===== src/rtl/keccak_pkg.sv =====
// Shared Keccak definitions: lane geometry, rho offset table and the
// inverse-rho controller state encoding.
package keccak_pkg;

  localparam int LANE_W    = 64;
  localparam int NUM_LANES = 25;
  localparam int ADDR_W    = 5;

  typedef enum logic [2:0] {
    ST_IDLE   = 3'd0,
    ST_INIT   = 3'd1,
    ST_FETCH  = 3'd2,
    ST_LOAD   = 3'd3,
    ST_ROTATE = 3'd4,
    ST_WRITE  = 3'd5,
    ST_NEXT   = 3'd6,
    ST_DONE   = 3'd7
  } inv_rho_state_e;

  localparam logic [7:0] RHO_TABLE [NUM_LANES] = '{
    8'd0,  8'd1,  8'd62, 8'd28, 8'd27,
    8'd36, 8'd44, 8'd6,  8'd55, 8'd20,
    8'd3,  8'd10, 8'd43, 8'd25, 8'd39,
    8'd41, 8'd45, 8'd15, 8'd21, 8'd8,
    8'd18, 8'd2,  8'd61, 8'd56, 8'd14
  };

  // Out-of-range lane indices map to a zero offset rather than an X.
  function automatic logic [7:0] rho_offset(input logic [ADDR_W-1:0] lane);
    logic [7:0] off;
    if (lane < ADDR_W'(NUM_LANES)) begin
      off = RHO_TABLE[lane];
    end else begin
      off = 8'd0;
    end
    return off;
  endfunction

endpackage


===== src/rtl/inv_rho_unit_if.sv =====
// Control handshake plus source-read / destination-write ports of inv_rho_unit.
interface inv_rho_unit_if #(
  parameter int LANE_W = keccak_pkg::LANE_W,
  parameter int ADDR_W = keccak_pkg::ADDR_W
);
  logic              start;
  logic              ready;
  logic              done;
  logic [ADDR_W-1:0] rd_addr;
  logic [LANE_W-1:0] rd_data;
  logic              wr_en;
  logic [ADDR_W-1:0] wr_addr;
  logic [LANE_W-1:0] wr_data;

  modport master (
    input  start, rd_data,
    output ready, done, rd_addr, wr_en, wr_addr, wr_data
  );

  modport slave (
    output start, rd_data,
    input  ready, done, rd_addr, wr_en, wr_addr, wr_data
  );
endinterface


===== src/rtl/inv_rho_cu.sv =====
// Sequencing FSM of inv_rho_unit; strobes are Moore-decoded from the state
// register so reset removes them asynchronously.
module inv_rho_cu
  import keccak_pkg::*;
(
  input  logic           clk,
  input  logic           reset,
  input  logic           start,
  input  logic           rot_zero,
  input  logic           last_lane,
  output inv_rho_state_e state,
  output logic           ready,
  output logic           done,
  output logic           wr_en
);

  inv_rho_state_e state_r;
  inv_rho_state_e next_s;

  // state register
  always_ff @(posedge clk or posedge reset) begin
    if (reset) begin
      state_r <= ST_IDLE;
    end else begin
      state_r <= next_s;
    end
  end

  // next-state decode
  always_comb begin
    next_s = state_r;
    case (state_r)
      ST_IDLE: begin
        if (start) begin
          next_s = ST_INIT;
        end else begin
          next_s = ST_IDLE;
        end
      end
      ST_INIT:  next_s = ST_FETCH;
      ST_FETCH: next_s = ST_LOAD;
      ST_LOAD:  next_s = ST_ROTATE;
      ST_ROTATE: begin
        if (rot_zero) begin
          next_s = ST_WRITE;
        end else begin
          next_s = ST_ROTATE;
        end
      end
      ST_WRITE: begin
        if (last_lane) begin
          next_s = ST_DONE;
        end else begin
          next_s = ST_NEXT;
        end
      end
      ST_NEXT: next_s = ST_FETCH;
      ST_DONE: next_s = ST_IDLE;
      default: next_s = ST_IDLE;
    endcase
  end

  // Moore output decode
  always_comb begin
    ready = 1'b0;
    done  = 1'b0;
    wr_en = 1'b0;
    case (state_r)
      ST_IDLE:  ready = 1'b1;
      ST_WRITE: wr_en = 1'b1;
      ST_DONE:  done  = 1'b1;
      default: begin
        ready = 1'b0;
        done  = 1'b0;
        wr_en = 1'b0;
      end
    endcase
  end

  assign state = state_r;

endmodule


===== src/rtl/inv_rho_unit.sv =====
// Inverse Keccak rho: rotates each of the 25 lanes right by its rho offset.
// Define INV_RHO_BARREL_EN for a single-cycle barrel rotate instead of bit-serial.
module inv_rho_unit #(
  parameter int LANE_W    = keccak_pkg::LANE_W,
  parameter int NUM_LANES = keccak_pkg::NUM_LANES,
  parameter int ADDR_W    = keccak_pkg::ADDR_W
) (
  input  logic           clk,
  input  logic           reset,
  inv_rho_unit_if.master bus
);
  import keccak_pkg::*;

  localparam int                ROT_W     = $clog2(LANE_W);
  localparam logic [ADDR_W-1:0] LAST_LANE = ADDR_W'(NUM_LANES - 1);

  inv_rho_state_e    state_s;
  logic              rot_zero_s;
  logic              last_lane_s;
  logic              ready_s;
  logic              done_s;
  logic              wr_en_s;
  logic [ADDR_W-1:0] lane_cnt_r;
  logic [LANE_W-1:0] lane_r;
  logic [ROT_W-1:0]  offset_s;

  inv_rho_cu u_cu (
    .clk       (clk),
    .reset     (reset),
    .start     (bus.start),
    .rot_zero  (rot_zero_s),
    .last_lane (last_lane_s),
    .state     (state_s),
    .ready     (ready_s),
    .done      (done_s),
    .wr_en     (wr_en_s)
  );

  // rotation amount for the current lane, reduced modulo the lane width
  always_comb begin
    offset_s = ROT_W'({24'd0, rho_offset(lane_cnt_r)} % 32'(LANE_W));
  end

  assign last_lane_s = (lane_cnt_r == LAST_LANE);

  // lane counter: cleared in INIT, advanced in NEXT, saturates at the last lane
  always_ff @(posedge clk or posedge reset) begin
    if (reset) begin
      lane_cnt_r <= '0;
    end else begin
      case (state_s)
        ST_INIT: lane_cnt_r <= '0;
        ST_NEXT: begin
          if (lane_cnt_r != LAST_LANE) begin
            lane_cnt_r <= lane_cnt_r + ADDR_W'(1);
          end else begin
            lane_cnt_r <= lane_cnt_r;
          end
        end
        default: lane_cnt_r <= lane_cnt_r;
      endcase
    end
  end

`ifdef INV_RHO_BARREL_EN
  // lane register: capture in LOAD, one full barrel rotate in ROTATE
  always_ff @(posedge clk or posedge reset) begin
    if (reset) begin
      lane_r <= '0;
    end else begin
      case (state_s)
        ST_LOAD:   lane_r <= bus.rd_data;
        ST_ROTATE: lane_r <= LANE_W'({lane_r, lane_r} >> offset_s);
        default:   lane_r <= lane_r;
      endcase
    end
  end

  assign rot_zero_s = 1'b1;
`else
  logic [ROT_W-1:0] rot_cnt_r;

  // lane register: capture in LOAD, one-bit right rotate per ROTATE cycle
  always_ff @(posedge clk or posedge reset) begin
    if (reset) begin
      lane_r <= '0;
    end else begin
      case (state_s)
        ST_LOAD: lane_r <= bus.rd_data;
        ST_ROTATE: begin
          if (rot_cnt_r != '0) begin
            lane_r <= {lane_r[0], lane_r[LANE_W-1:1]};
          end else begin
            lane_r <= lane_r;
          end
        end
        default: lane_r <= lane_r;
      endcase
    end
  end

  // rotate counter: remaining single-bit shifts for the current lane
  always_ff @(posedge clk or posedge reset) begin
    if (reset) begin
      rot_cnt_r <= '0;
    end else begin
      case (state_s)
        ST_LOAD: rot_cnt_r <= offset_s;
        ST_ROTATE: begin
          if (rot_cnt_r != '0) begin
            rot_cnt_r <= rot_cnt_r - ROT_W'(1);
          end else begin
            rot_cnt_r <= rot_cnt_r;
          end
        end
        default: rot_cnt_r <= rot_cnt_r;
      endcase
    end
  end

  assign rot_zero_s = (rot_cnt_r == '0);
`endif

  // Addresses and write data come straight from registers; reads and writes
  // of a lane never overlap, so in-place operation on one memory is safe.
  assign bus.ready   = ready_s;
  assign bus.done    = done_s;
  assign bus.wr_en   = wr_en_s;
  assign bus.rd_addr = lane_cnt_r;
  assign bus.wr_addr = lane_cnt_r;
  assign bus.wr_data = lane_r;

endmodule


===== src/flat_wrapper.sv =====
// flat-port wrapper written by rule: the top's interface ports become plain ports
module inv_rho_unit_flat import keccak_pkg::*;
#(
  parameter int LANE_W    = keccak_pkg::LANE_W,
  parameter int NUM_LANES = keccak_pkg::NUM_LANES,
  parameter int ADDR_W    = keccak_pkg::ADDR_W
)
  (clk, reset, bus_start, bus_rd_data, bus_ready, bus_done, bus_rd_addr, bus_wr_en, bus_wr_addr, bus_wr_data);
  inv_rho_unit_if #(.LANE_W(LANE_W), .ADDR_W(ADDR_W)) bus_i ();
  input  logic clk;
  input  logic reset;
  input wire logic [$bits(bus_i.start)-1:0] bus_start;
  input wire logic [$bits(bus_i.rd_data)-1:0] bus_rd_data;
  output wire logic [$bits(bus_i.ready)-1:0] bus_ready;
  output wire logic [$bits(bus_i.done)-1:0] bus_done;
  output wire logic [$bits(bus_i.rd_addr)-1:0] bus_rd_addr;
  output wire logic [$bits(bus_i.wr_en)-1:0] bus_wr_en;
  output wire logic [$bits(bus_i.wr_addr)-1:0] bus_wr_addr;
  output wire logic [$bits(bus_i.wr_data)-1:0] bus_wr_data;
  assign bus_i.start = bus_start;
  assign bus_i.rd_data = bus_rd_data;
  assign bus_ready = bus_i.ready;
  assign bus_done = bus_i.done;
  assign bus_rd_addr = bus_i.rd_addr;
  assign bus_wr_en = bus_i.wr_en;
  assign bus_wr_addr = bus_i.wr_addr;
  assign bus_wr_data = bus_i.wr_data;
  inv_rho_unit #(.LANE_W(LANE_W), .NUM_LANES(NUM_LANES), .ADDR_W(ADDR_W)) u_core (.clk(clk), .reset(reset), .bus(bus_i));
endmodule

===== config.mk =====
export PLATFORM = sky130hd
export DESIGN_NAME = inv_rho_unit_flat
export DESIGN_NICKNAME = d
export VERILOG_FILES = /design/src/rtl/keccak_pkg.sv /design/src/rtl/inv_rho_unit_if.sv /design/src/rtl/inv_rho_cu.sv /design/src/rtl/inv_rho_unit.sv /design/src/flat_wrapper.sv
export SDC_FILE = /design/constraint.sdc
export NUM_CORES = 1
export LEC_CHECK = 0
export CAP_MARGIN = 0
export CORE_MARGIN = 1.5
export CORE_UTILIZATION = 27
export CTS_CLUSTER_SIZE = 20
export DETAILED_ROUTE_END_ITERATION = 10
export PLACE_DENSITY_LB_ADDON = 0.12
export SYNTH_ARGS = -nofsm -noshare
export SYNTH_HDL_FRONTEND = slang
export SYNTH_SLANG_ARGS = --single-unit

===== constraint.sdc =====
create_clock -name clk -period 3.7 [get_ports clk]
set_input_delay 0.37 -clock clk [delete_from_list [all_inputs] [get_ports clk]]
set_output_delay 0.37 -clock clk [all_outputs]
set_load 0.05 [all_outputs]

==> results.sh <==
export IMPL_fin_hold_ws_ns=0.463
export IMPL_cts_hold_buf=0
export IMPL_syn_area_mm2=0.00426
export IMPL_p_per_area_mw_per_mm2=348
export IMPL_wl_um=11300
export IMPL_layout_commonest_cell="clkdlybuf4s50_1"
export IMPL_synth_top_area_share_pct=45.8
export IMPL_status="completed"
export IMPL_switching_share_pct=27.1
export IMPL_critPathMaxStageDelay_ns=0.82
export IMPL_clk_path_buf_depth=2
export IMPL_initial_utilization_pct=27.8
export IMPL_cts_resized=0
export IMPL_grt_max_degree=86
export IMPL_rows=45
export IMPL_cts_tree="built"
export IMPL_slew_viol_final=0
export IMPL_cts_buffers=9
export IMPL_async_flop_share_pct=100
export IMPL_total_power_mw=2.12
export IMPL_peakVddDrop_mv=0.218
export IMPL_cp_slowest_cell="clkdlybuf4s50_1"
export IMPL_power_switching_mw=0.574
export IMPL_cp_data_required_time_ns=3.33
export IMPL_io_pins=144
export IMPL_finalHoldViolCount=0
export IMPL_first_pass_iters=5
export IMPL_clockPowerShare_pct=40.6
export IMPL_r2r_start="u_core.u_cu.state[2]$_DFF_PP0_"
export IMPL_grt_pass1_wl_um=18400
export IMPL_synth_edf_count=0
export IMPL_synth_area_leaders="dfrtp_1, mux2i_1, a21oi_1"
export IMPL_syn_inst=436
export IMPL_nNetsFinal=637
export IMPL_critical_path_top_delay_family="buffers and inverters"
export IMPL_die_h_um=129
export IMPL_syn2layout_area_growth_pct=42.6
export IMPL_root_buffer="clkbuf_16"
export IMPL_gr_total_overflow=0
export IMPL_max_slew_worst_pin_slew_ns=0.806
export IMPL_fmax_mhz=396
export IMPL_final_cell_mix="clkdlybuf4s50_1, dfrtp_1, nor2_1"
export IMPL_period_minus_slack_ns=2.52
export IMPL_combPwrFrac_pct=15.9
export IMPL_arrival_ns=2.15
export IMPL_r2r_end="u_core.bus.wr_data[7]$_DFFE_PP0P_"
export IMPL_hpwl_um=7670
export IMPL_syn_nets=516
export IMPL_internal_power_mw=1.54
export IMPL_vias=3542
export IMPL_drc=0
export IMPL_gp_congestion=0.738
export IMPL_crit_buf_inv=2
export IMPL_setup_viol=0
export IMPL_critPathLaunchType="flip-flop"
export IMPL_grt_pass1_vias=3526
export IMPL_fin_util_pct=39.7
export IMPL_clock_skew_ns=0.00633
export IMPL_synth_warnings=0
export IMPL_reg2reg_slack_ns=1.31
export IMPL_rsz0062_at_grt="no"
export IMPL_numPortBuffers=143
export IMPL_ys_types=45
export IMPL_avgRoutedWirePerCell_um=14.6
export IMPL_period_share_pct=68.2
export IMPL_path_max_fanout=8
export IMPL_antenna_left=0
export IMPL_path_cells="inv_1 -> ha_1 -> nor2b_1 -> clkdlybuf4s50_1"
export IMPL_synth_seq_cells=78
export IMPL_ys_seq_area_share_pct=45.8
export IMPL_viasPerCell=4.58
export IMPL_postSynthAreaPerCell_um2=9.77
export IMPL_drive_gt1_share_pct=4.80
export IMPL_reg2reg_depth=4
export IMPL_die_x_um=129
export IMPL_yosysTopAreaCell="dfrtp_1"
export IMPL_antennaDiodeCount=0
export IMPL_grtUsageTotal_pct=14.1
export IMPL_drt_initial_drc_count=233
export IMPL_leakagePower_nw=2.38
export IMPL_postCtsSetupBuffers=0
export IMPL_coreArea_mm2=0.0153
export IMPL_die_area_mm2=0.0165
export IMPL_ys_flop_type="dfrtp_1"
export IMPL_clk_latency_ns=0.34
export IMPL_crit_type="reg -> out"
export IMPL_max_cap_violations=0
export IMPL_setup_tns_ns=0
export IMPL_clkTransAtPathRegs_ns=0.06
export IMPL_hold_path_class="in -> async"
export IMPL_slew_headroom_pct=46.2
export IMPL_cts_sinks=78
export IMPL_antenna_found_initial=0
export IMPL_pwr_share_seq_pct=43.5
export IMPL_crit_path_end_kind="output port"
export IMPL_cts_max_level=3
==> routing by layer <==
layer / vias to the layer above / GRT usage [%] / part of all wire, %
li1: 1773 / - / -
met1: 1671 / 18.3 / 46
met2: 89 / 22.1 / 46
met3: 9 / 4.95 / 6.5
met4: 0 / 4.63 / 1.3
met5: - / 0 / 0
==> cells in the mapped netlist, types with 2 or more instances <==
master    number
o311ai_0       3
nand4b_1       2
o31ai_1        2
nor4b_1        2
a31oi_1        3
clkbuf_1       4
a21oi_1       72
and2_1         4
a221oi_1       3
buf_4          8
nand4_1        2
dfrtp_1       78
o211ai_1       3
nand2_1        8
a211oi_1       3
inv_1         13
buf_2         24
nor2b_1        6
mux2_2         3
nand3_1        5
xnor2_1        2
nor2_1        73
o21ai_0       10
o22ai_1        2
ha_1          13
a221o_1        2
a22o_1         3
mux2i_1       66
==> power groups by stage <==
stage / clock network (mW) / registers (mW) / logic, mW
floorplan: 0 / 1.06 / 0.0502
global placement: 0 / 0.935 / 0.340
detailed placement: 0 / 0.935 / 0.340
CTS: 0.900 / 0.920 / 0.341
global route: 0.930 / 0.925 / 0.357
finish: 0.860 / 0.920 / 0.336
==> kinds of logic (layout without fill, tap and decap cells) <==
group | Yosys count | in the layout | share of synthesized area, %
AO/OA/AOI/OAI | 113 | 113 | 15.8
AND/OR/NAND/NOR | 110 | 110 | 11.8
buffers and inverters | 51 | 177 | 6.11
multiplexers | 69 | 69 | 16.3
XOR/XNOR | 2 | 2 | 0.411
adder cells (fa/ha/maj) | 13 | 13 | 3.82
flip-flops | 78 | 78 | 45.8
==> worst max path at each step <==
stage                                              end  slack, ns  cells past startpoint                              start
floorplan            u_core.bus.rd_addr[0]$_DFFE_PP0P_       1.33                      1                              reset
global route                            bus_rd_addr[3]       1.05                      1  u_core.bus.rd_addr[3]$_DFFE_PP0P_
detailed placement  u_core.bus.wr_data[18]$_DFFE_PP0P_       1.28                      6     u_core.u_cu.state[0]$_DFF_PP0_
finish                                       bus_ready       1.18                      4     u_core.u_cu.state[0]$_DFF_PP0_
global placement    u_core.bus.wr_data[59]$_DFFE_PP0P_       1.32                      6     u_core.u_cu.state[0]$_DFF_PP0_
CTS                                          bus_ready       1.14                      4     u_core.u_cu.state[0]$_DFF_PP0_
==> cell type report <==
type                    count  area (um2)
fillers                  1541        9240
multi-input cells         307        2050
flip-flops and latches     78        1950
repair buffers            148        1470
clock buffers              13         270
well taps                 211         264
inverters                  13        50.0
clock inverters             3        17.5
==> per-stage QoR <==
step                std cells  cell area [um2]  setup WS (ns)
floorplan                 436             4260           1.33
detailed placement        757             5790           1.28
finish                    773             6080           1.18
global route              773             6080           1.05
CTS                       773             6080           1.14
global placement          757             5790           1.32
==> state kept, by name, summed over array words and instances (netlist names) <==
signal,flops
u_core.bus.wr_data,64
u_core.u_cu.state,3
u_core.bus.rd_addr,5
u_core.rot_cnt_r,6
Note: power is estimated with default switching activity, not from simulation.
